==> config.mk <==
export PLATFORM = sky130hd
export DESIGN_NAME = lsu_req_ctrl
export DESIGN_NICKNAME = d
export VERILOG_FILES = /design/src/rtl/lsu_pkg.sv /design/src/rtl/lsu_rd_assemble.sv /design/src/rtl/lsu_req_ctrl.sv
export SDC_FILE = /design/constraint.sdc
export NUM_CORES = 1
export LEC_CHECK = 0
export CELL_PAD_IN_SITES_DETAIL_PLACEMENT = 1
export CELL_PAD_IN_SITES_GLOBAL_PLACEMENT = 1
export CORE_ASPECT_RATIO = 0.8
export CORE_UTILIZATION = 29
export CTS_CLUSTER_SIZE = 20
export DETAILED_ROUTE_END_ITERATION = 8
export GPL_ROUTABILITY_DRIVEN = 0
export GPL_TIMING_DRIVEN = 0
export PLACE_DENSITY_LB_ADDON = 0.12
export SETUP_SLACK_MARGIN = 0.1
export SLEW_MARGIN = 20
export SYNTH_ARGS = -nofsm -noshare
export SYNTH_HDL_FRONTEND = slang
export SYNTH_SLANG_ARGS = --single-unit
==> constraint.sdc <==
create_clock -name clk -period 2.5 [get_ports clk]
set_input_delay 0.5 -clock clk [delete_from_list [all_inputs] [get_ports clk]]
set_output_delay 0.5 -clock clk [all_outputs]
set_load 0.1 [all_outputs]
==> src/rtl/lsu_pkg.sv <==
// lsu_pkg: access-type encoding and alignment helpers shared by the LSU,
// the decode stage and the LSU request controller.
package lsu_pkg;

  localparam int DTYPE_W        = 3;
  localparam int BYTES_PER_WORD = 4;

  // Codes 5..7 are not listed and are treated as illegal.
  typedef enum logic [DTYPE_W-1:0] {
    DT_BYTE   = 3'd0,
    DT_HALF   = 3'd1,
    DT_WORD   = 3'd2,
    DT_BYTE_U = 3'd3,
    DT_HALF_U = 3'd4
  } dtype_e;

  function automatic logic is_legal(input logic [DTYPE_W-1:0] dtype);
    return dtype <= DT_HALF_U;
  endfunction

  // Bytes are always aligned; halves need an even address; words a multiple of 4.
  function automatic logic is_aligned(input logic [DTYPE_W-1:0] dtype,
                                      input logic [1:0]         addr_lsbs);
    case (dtype)
      DT_HALF, DT_HALF_U: return !addr_lsbs[0];
      DT_WORD:            return addr_lsbs == 2'b00;
      default:            return 1'b1;
    endcase
  endfunction

  // Number of byte beats an access needs when it is split into single bytes.
  function automatic logic [2:0] beats_for(input logic [DTYPE_W-1:0] dtype);
    case (dtype)
      DT_HALF, DT_HALF_U: return 3'd2;
      DT_WORD:            return 3'(BYTES_PER_WORD);
      default:            return 3'd1;
    endcase
  endfunction

endpackage

==> src/rtl/lsu_rd_assemble.sv <==
// lsu_rd_assemble: merges one returned byte into the partially built load
// word at its little-endian lane and sign/zero extends the merged result.
module lsu_rd_assemble
  import lsu_pkg::*;
(
  input  logic [31:0] acc_i,
  input  logic [7:0]  byte_i,
  input  logic [1:0]  idx_i,
  input  dtype_e      dtype_i,
  output logic [31:0] merged_o,
  output logic [31:0] ext_o
);

  // Drop the new byte into lane idx_i of the bytes collected so far.
  always_comb begin
    merged_o = acc_i;
    merged_o[8*idx_i +: 8] = byte_i;
  end

  // Extend from the access width; a word needs no extension.
  always_comb begin
    ext_o = merged_o;
    case (dtype_i)
      DT_HALF:   ext_o = {{16{merged_o[15]}}, merged_o[15:0]};
      DT_HALF_U: ext_o = {16'h0000, merged_o[15:0]};
      default:   ext_o = merged_o;
    endcase
  end

endmodule

==> src/rtl/lsu_req_ctrl.sv <==
// lsu_req_ctrl: initiator side of the LSU port. Takes one request at a time,
// checks it, drives registered LSU inputs, waits out read latency and returns
// one response per accepted request.
// Optional feature macro: LSU_MISALIGN_SPLIT_EN (split misaligned half/word
// accesses into byte beats instead of returning an error).
module lsu_req_ctrl
  import lsu_pkg::*;
#(
  parameter int DATA_WIDTH     = 32,
  parameter int ADDRESS_SPACE  = 4096,
  parameter int NUM_DATA_TYPES = 6,
  parameter int RD_LATENCY     = 1,
  localparam int AW            = $clog2(ADDRESS_SPACE),
  localparam int DTW           = $clog2(NUM_DATA_TYPES)
) (
  input  logic                  clk,
  input  logic                  reset,
  input  logic                  req_valid_i,
  output logic                  req_ready_o,
  input  logic [AW-1:0]         req_addr_i,
  input  logic [DATA_WIDTH-1:0] req_wdata_i,
  input  logic                  req_we_i,
  input  logic [DTW-1:0]        req_dtype_i,
  output logic                  rsp_valid_o,
  output logic [DATA_WIDTH-1:0] rsp_rdata_o,
  output logic                  rsp_err_o,
  output logic [AW-1:0]         lsu_addr_o,
  output logic [DATA_WIDTH-1:0] lsu_data_o,
  output logic                  lsu_we_o,
  output logic [DTW-1:0]        lsu_dtype_o,
  input  logic [DATA_WIDTH-1:0] lsu_data_i
);

  localparam int LCW = (RD_LATENCY > 1) ? $clog2(RD_LATENCY) : 1;

`ifdef LSU_MISALIGN_SPLIT_EN
  localparam bit SPLIT_EN = 1'b1;
`else
  localparam bit SPLIT_EN = 1'b0;
`endif

  // Stores go ISSUE -> ISSUE per beat -> RESP; loads go ISSUE -> WAIT per beat.
  typedef enum logic [1:0] {IDLE, ISSUE, WAIT, RESP} state_e;

  state_e           state_q, state_d;
  logic [LCW-1:0]   lat_cnt_q;
  logic [1:0]       beat_cnt_q, last_beat_q, next_beat;
  logic             we_q, split_q;
  logic             accept, req_ok, need_split, lat_done, last_beat, rd_advance;
  logic [7:0]       next_store_byte;
  logic [31:0]      split_rdata;

  assign req_ok     = is_legal(req_dtype_i) &&
                      (SPLIT_EN || is_aligned(req_dtype_i, req_addr_i[1:0]));
  assign need_split = SPLIT_EN && !is_aligned(req_dtype_i, req_addr_i[1:0]);
  assign lat_done   = lat_cnt_q == LCW'(RD_LATENCY - 1);
  assign last_beat  = beat_cnt_q == last_beat_q;
  assign next_beat  = beat_cnt_q + 2'd1;
  assign rd_advance = (state_q == WAIT) && lat_done && !last_beat;

  assign req_ready_o = state_q == IDLE;
  assign rsp_valid_o = state_q == RESP;

  // State register.
  always_ff @(posedge clk) begin
    if (reset) state_q <= IDLE;
    else       state_q <= state_d;
  end

  // Next-state logic; illegal or unsplittable requests go straight to RESP.
  always_comb begin
    state_d = state_q;
    accept  = 1'b0;
    case (state_q)
      IDLE: begin
        if (req_valid_i) begin
          accept  = 1'b1;
          state_d = req_ok ? ISSUE : RESP;
        end
      end
      ISSUE: begin
        if (we_q) state_d = last_beat ? RESP : ISSUE;
        else      state_d = WAIT;
      end
      WAIT: begin
        if (lat_done) state_d = last_beat ? RESP : ISSUE;
      end
      RESP:    state_d = IDLE;
      default: state_d = IDLE;
    endcase
  end

  // LSU drive registers, beat/latency counters and the response registers.
  always_ff @(posedge clk) begin
    if (reset) begin
      lsu_addr_o  <= '0;
      lsu_data_o  <= '0;
      lsu_we_o    <= 1'b0;
      lsu_dtype_o <= '0;
      rsp_rdata_o <= '0;
      rsp_err_o   <= 1'b0;
      lat_cnt_q   <= '0;
      beat_cnt_q  <= '0;
      last_beat_q <= '0;
      we_q        <= 1'b0;
      split_q     <= 1'b0;
    end else begin
      case (state_q)
        IDLE: begin
          if (accept) begin
            rsp_err_o   <= !req_ok;
            rsp_rdata_o <= '0;
            lat_cnt_q   <= '0;
            beat_cnt_q  <= '0;
            we_q        <= req_we_i;
            split_q     <= need_split;
            if (req_ok) begin
              lsu_addr_o <= req_addr_i;
              lsu_we_o   <= req_we_i;
              if (need_split) begin
                lsu_dtype_o <= DT_BYTE_U;
                lsu_data_o  <= {{(DATA_WIDTH-8){1'b0}}, req_wdata_i[7:0]};
                last_beat_q <= 2'(beats_for(req_dtype_i) - 3'd1);
              end else begin
                lsu_dtype_o <= req_dtype_i;
                lsu_data_o  <= req_wdata_i;
                last_beat_q <= '0;
              end
            end
          end
        end
        ISSUE: begin
          lat_cnt_q <= '0;
          if (we_q) begin
            if (last_beat) begin
              lsu_we_o <= 1'b0;
            end else begin
              beat_cnt_q <= next_beat;
              lsu_addr_o <= lsu_addr_o + AW'(1);
              lsu_data_o <= {{(DATA_WIDTH-8){1'b0}}, next_store_byte};
            end
          end
        end
        WAIT: begin
          if (lat_done) begin
            lat_cnt_q <= '0;
            if (last_beat) begin
              rsp_rdata_o <= split_q ? split_rdata : lsu_data_i;
            end else begin
              beat_cnt_q <= next_beat;
              lsu_addr_o <= lsu_addr_o + AW'(1);
            end
          end else begin
            lat_cnt_q <= lat_cnt_q + LCW'(1);
          end
        end
        RESP: begin
          rsp_rdata_o <= '0;
          rsp_err_o   <= 1'b0;
        end
        default: ;
      endcase
    end
  end

`ifdef LSU_MISALIGN_SPLIT_EN
  logic [31:0] wdata_q, acc_q, asm_merged;
  dtype_e      dtype_q;

  // Keep the original store data and type, and collect load bytes per beat.
  always_ff @(posedge clk) begin
    if (reset) begin
      wdata_q <= '0;
      acc_q   <= '0;
      dtype_q <= DT_BYTE;
    end else if (accept) begin
      wdata_q <= req_wdata_i;
      acc_q   <= '0;
      dtype_q <= dtype_e'(req_dtype_i);
    end else if (rd_advance) begin
      acc_q <= asm_merged;
    end
  end

  assign next_store_byte = wdata_q[8*next_beat +: 8];

  lsu_rd_assemble u_rd_assemble (
    .acc_i    (acc_q),
    .byte_i   (lsu_data_i[7:0]),
    .idx_i    (beat_cnt_q),
    .dtype_i  (dtype_q),
    .merged_o (asm_merged),
    .ext_o    (split_rdata)
  );
`else
  assign next_store_byte = rd_advance ? 8'h00 : 8'h00;
  assign split_rdata     = '0;
`endif

endmodule

==> Word level (Yosys, flattened, before mapping) <==
Index checks and enable logic that the tools add are counted.
{ "word_totals": {"regBits": 87, "out_inout_bits": 83, "wordCells": 88, "input_bits": 83} }
{ "classes": {"reduce_logical": 21, "eq_ne": 14, "mux": 39, "add_sub_neg": 3, "order_cmp": 1} }
{ "op_table": {"columns": ["operator", "n"], "rows": [
  ["$mux W32", 7],
  ["$pmux W32 S3", 1],
  ["$pmux W32 S2", 1],
  ["$mux W12", 5],
  ["$pmux W12 S3", 1],
  ["$mux W2", 9],
  ["$reduce_and A5 Y1", 3],
  ["$add A12 B1 Y12 const B", 1],
  ["$ne A2 B2 Y1 const B", 6],
  ["$mux W1", 9],
  ["$pmux W2 S4", 1],
  ["$reduce_and A2 Y1", 4],
  ["$reduce_and A4 Y1", 2],
  ["$logic_not A2 Y1", 3],
  ["$pmux W1 S2", 3],
  ["$pmux W2 S3", 1],
  ["$reduce_bool A3 Y1", 2],
  ["$eq A2 B2 Y1 const B", 2],
  ["$ne A2 B1 Y1 const B", 2],
  ["$reduce_bool A2 Y1", 2],
  ["$eq A3 B1 Y1 const B", 1],
  ["$eq A3 B2 Y1 const B", 1],
  ["$eq A3 B3 Y1 const B", 1],
  ["$le A3 B3 Y1 const B", 1],
  ["other kinds (8)", 9]
]} }

==> Longest topological paths before layout <==
{ "logic_depth": {"word_depth": 7, "mapped_depth": 9, "mapped_depth_nobuf": 7} }

==> Worst setup path before layout <==
OpenSTA, ideal clock, no wires.
{ "synth_timing": {"path_kind": "register to register", "start": "register state_q[0]", "end": "register rsp_rdata_o[19]", "path_stages_with_launch": 9, "n_path_buf": 2, "t_arrival_ns": 2.377, "setup_time_ns": 0.070, "path_slack_ns": 0.052, "period_less_slack_ns": 2.448, "required_time_ns": 2.430, "cell_sequence": "dfxtp_1 inv_1 ha_1 nor2b_1 or3_1 clkbuf_1 clkbuf_1 nand2_1 a21oi_1"} }
{ "synth_via": {"elab_chain_len": 4, "word_cells_on_any_way": 10, "classes_between": "5 x eq/ne; 2 x mux; 3 x reduce/logical"} }
{ "synth_rtl": {"columns": ["element", "line", "text"], "rows": [
  ["start, declared", "lsu_req_ctrl.sv:45", "state_e state_q, state_d;"],
  ["start signal, assigned", "lsu_req_ctrl.sv:67", "else state_q <= state_d;"],
  ["$logic_not A2 Y1 *", null, null],
  ["via req_ready_o", "lsu_req_ctrl.sv:19", "output logic req_ready_o,"],
  ["$mux W1", "lsu_req_ctrl.sv:74", "case (state_q)"],
  ["$ne A2 B1 Y1 (no source line)", null, null],
  ["$reduce_and A4 Y1 (no source line)", null, null],
  ["end signal, assigned", "lsu_req_ctrl.sv:148", "rsp_rdata_o <= split_q ? split_rdata : lsu_data_i;"],
  ["end, declared", "lsu_req_ctrl.sv:25", "output logic [DATA_WIDTH-1:0] rsp_rdata_o,"]
]} }
The timed path passes the listed nets; every way through them passes the cells marked *.
A chain may end at the register's enable or synchronous reset.

==> Final worst setup path <==
{ "layout_timing": {"start": "register lsu_addr_o[11]", "end": "output lsu_addr_o[11]"} }
{ "layout_rtl": {"columns": ["element", "line", "text"], "rows": [
  ["start, declared", "lsu_req_ctrl.sv:27", "output logic [AW-1:0] lsu_addr_o,"],
  ["start signal, assigned", "lsu_req_ctrl.sv:118", "lsu_addr_o <= req_addr_i;"],
  ["start signal, assigned", "lsu_req_ctrl.sv:139", "lsu_addr_o <= lsu_addr_o + AW'(1);"],
  ["start signal, assigned", "lsu_req_ctrl.sv:151", "lsu_addr_o <= lsu_addr_o + AW'(1);"]
]} }
No word-level cell between the ends.

==> key figures <==
Outcome
  – Outcome: complete, no violations

Cells and area
  – Diode count: 0
  – # nets final: 660
  – Share of layout cells above drive strength 1: 12.5%
  – Syn-to-layout area delta: 60.3%
  – Commonest cells after routing, fill and taps aside: 150 x clkdlybuf4s50_1, 86 x dfxtp_1, 48 x a21oi_1, 48 x nand2_1, 47 x nand3_1
  – Commonest non-fill, non-tap cell in the layout: clkdlybuf4s50_1
  – Final core utilization: between 40% and 50%

Global routing
  – Initial antenna violation count: 0
  – Total gr overflow: 0
  – First-pass GRT wire length: around 19,000 um
  – GRT Util Overall: roughly a fifth
  – Largest net degree at the start of global routing: 15
  – Vias in the first global route: 3,665

Clock tree
  – Total CTS buffers: 9
  – Clock transition at the registers of the reported paths: about 0.060 ns
  – Sink Count: 86
  – Worst skew pair latency: 0.33 ns
  – Max clock buf depth: 2
  – CTS root buf: clkbuf_16
  – H-tree Lvls: 3
  – CTS tree: done

Power
  – Reg power frac: about a quarter
  – Combinational share of power: a little under three fifths
  – Pleak: 2.10 nW
  – Pwr per Cell Area: about 1300 nW/um^2
  – Net Switching: around 3.8 mW
  – Sw Share: a little over half
  – Power, Total: about 7.2 mW
  – P_int: approximately 3.4 mW
  – Max VDD drop: 0.000713 V
  – Clock network power share: between 10% and 20%

Yosys
  – Net Count, Synth: between 400 and 500
  – Synthesized flop and latch total: 86
  – Post-Syn Area per Cell: 9.00 um^2
  – Ys async rst share: 0%
  – Post-synthesis simple-gate area fraction: 17.6%
  – Post-synthesis mux area share: between 1.5 and 2%
  – Ys Warns: 0
  – Post-synthesis compound-gate area fraction: 24.8%
  – Number of flops mapped to enable cells by yosys: 0
  – Unique masters post-synth: 43
  – Adder-Cell Fraction of Synth Area: under 10%
  – Xor/xnor share of the synthesized area: 0%
  – Syn Inst Count: about 400
  – Main flop type after synthesis: dfxtp_1
  – Mapped Area: between 3000 and 4000 um^2
  – Share of synthesized area occupied by flip-flops and latches: about half
  – Largest family of logic cells by synthesized area: compound AO/OA/AOI/OAI gates

Floorplan
  – Core box area: about 12,000 um^2
  – # IOs: between 150 and 200
  – Cell Rows: 35
  – Die Footprint: 12,700 um^2
  – Starting Density: a little under a third
  – Die width: between 100 and 150 um
  – Die height: between 100 and 150 um

Routing
  – Antenna-violating nets left: 0
  – DR vias/cell: 5.01
  – Total number of vias: 3,626
  – Drt first-iter violations: between 100 and 150
  – Wire per inst: between 15 and 20 um
  – WL final: between 10,000 and 15,000 um
  – DR pass1 iterations: 4
  – Residual DRC: 0

STA
  – Setup Skew: 0.00487 ns
  – FMAX: 0.429 GHz
  – Setup-failing EPs final: 0
  – Tcrit/Tclk final: slightly above 90%
  – Slew headroom: 30.5%
  – Worst Max-Slew Pin Slew: about 1.0 ns
  – Fin. max-slew vios: 0
  – RSZ-0062 raised after global routing: true
  – Final Hold Fails: 0
  – Period minus WS final: between 2 and 2.5 ns

Setup path
  – CP max FO: 3
  – Kind of critical path: flop to primary output
  – Crit-path cells: clkdlybuf4s50_1
  – CP max stage delay: between 1 and 1.5 ns
  – Critical Path Start Type: flop
  – Worst path bufs/invs: 1
  – Worst path required time: roughly 2 ns
  – Slowest stage cell, crit path: clkdlybuf4s50_1
  – Critical path arrival: approximately 1.8 ns
  – Kind of cell adding the most delay to the critical path: buffers and inverters
  – Critical Path Sink Type: primary output

Placed design
  – HPWL reported at the end of detailed placement: roughly 9000 um
  – Port Buffers: 165

Worst hold path
  – Worst min-delay path class: flop to flop

Job
  – Maxcap violations: 0
## cell families after synthesis
group	Yosys count
adder cells (fa/ha/maj)	6
flip-flops	86
AO/OA/AOI/OAI	125
AND/OR/NAND/NOR	131
multiplexers	6
buffers and inverters	41
## final cells by class
cell class,count,area [um^2]
clock buffer,10,229
sequential,86,1720
fill,1349,6040
multi-input combinational,268,1660
inverter,10,37.5
buffer,31,155
timing repair buffer,165,1640
tap,148,185
clock inverter,6,62.6
## stage by stage
| stage | setup WS [ns] | std cells | TNS [ns] | hold WS (ns) | area [um^2] |
|---|---|---|---|---|---|
| floorplan | 0.208 | 395 | 0 | 0.450 | 3560 |
| global placement | -0.145 | 708 | -5.06 | 0.438 | 5390 |
| detailed placement | -0.198 | 708 | -8.10 | 0.444 | 5390 |
| CTS | 0.0368 | 724 | 0 | 0.452 | 5670 |
| global route | 0.0906 | 724 | 0 | 0.480 | 5700 |
| finish | 0.171 | 724 | 0 | 0.451 | 5700 |
## tightest hold or removal path, stage by stage (launching register included)
cell and delay (ns):
dfxtp_1 0.31, nand2_1 0.05, a21oi_1 0.05
## Yosys cell counts, drive strengths merged, types with 4 or more instances
cell type  instances  area, um^2
o21ai             13        65.1
clkbuf            20        75.1
a21oi             48         240
mux2i              5        50.1
a22o              32         319
nor2              12        45.0
nand2b             4        25.0
nand2             48         180
nand3             47         235
a211oi             8        60.1
inv               10        37.5
nor3               4        20.0
o32ai              4        35.0
ha                 6        75.1
nor4               4        40.0
dfxtp             86        1720
buf               11        77.6
## state kept, by name, summed over array words and instances, names as in the netlist
register,count
state_q,2
lsu_data_o,32
beat_cnt_q,2
lsu_addr_o,12
lsu_dtype_o,3
we_q,1
lsu_we_o,1
rsp_rdata_o,32
rsp_err_o,1
## power groups by stage
stage                     registers [mW]  logic, mW  clock network, mW
after floorplan                     3.34       1.53                  0
after global placement              1.84       4.09                  0
after detailed placement            1.85       4.15                  0
after CTS                           1.82       4.10               1.35
after global routing                1.86       4.37               1.42
final                               1.82       4.11               1.31
## metal layers
layer	wire, um	share of wire [%]	global-route usage [%]	vias to the layer above
met5	0	0	0	-
met1	5730	48	24.6	1719
met3	694	5.8	5.63	10
met2	5400	45	30.6	114
li1	-	-	-	1783
met4	91	0.76	4.45	0
## worst paths after layout
check / from / to / slack, ns / depth (start not counted)
min reg2reg: rsp_rdata_o[5]$_SDFFE_PP0P_ / rsp_rdata_o[5]$_SDFFE_PP0P_ / 0.45 / 2
max reg2reg: state_q[0]$_SDFFE_PP0P_ / lsu_addr_o[11]$_SDFFE_PP0P_ / 0.26 / 7
min: rsp_rdata_o[5]$_SDFFE_PP0P_ / rsp_rdata_o[5]$_SDFFE_PP0P_ / 0.45 / 2
max: lsu_addr_o[11]$_SDFFE_PP0P_ / lsu_addr_o[11] / 0.17 / 1
## repair_timing
item                                    in CTS  in global routing
endpoints found under the setup margin      12                 57
gates resized for setup                     12                 14
hold buffers                                 0                  0
buffers inserted                             0                  0
gates cloned                                 0                  0
hold endpoints to repair                     0                  0
No activity file was read; power rests on OpenSTA's default activity.
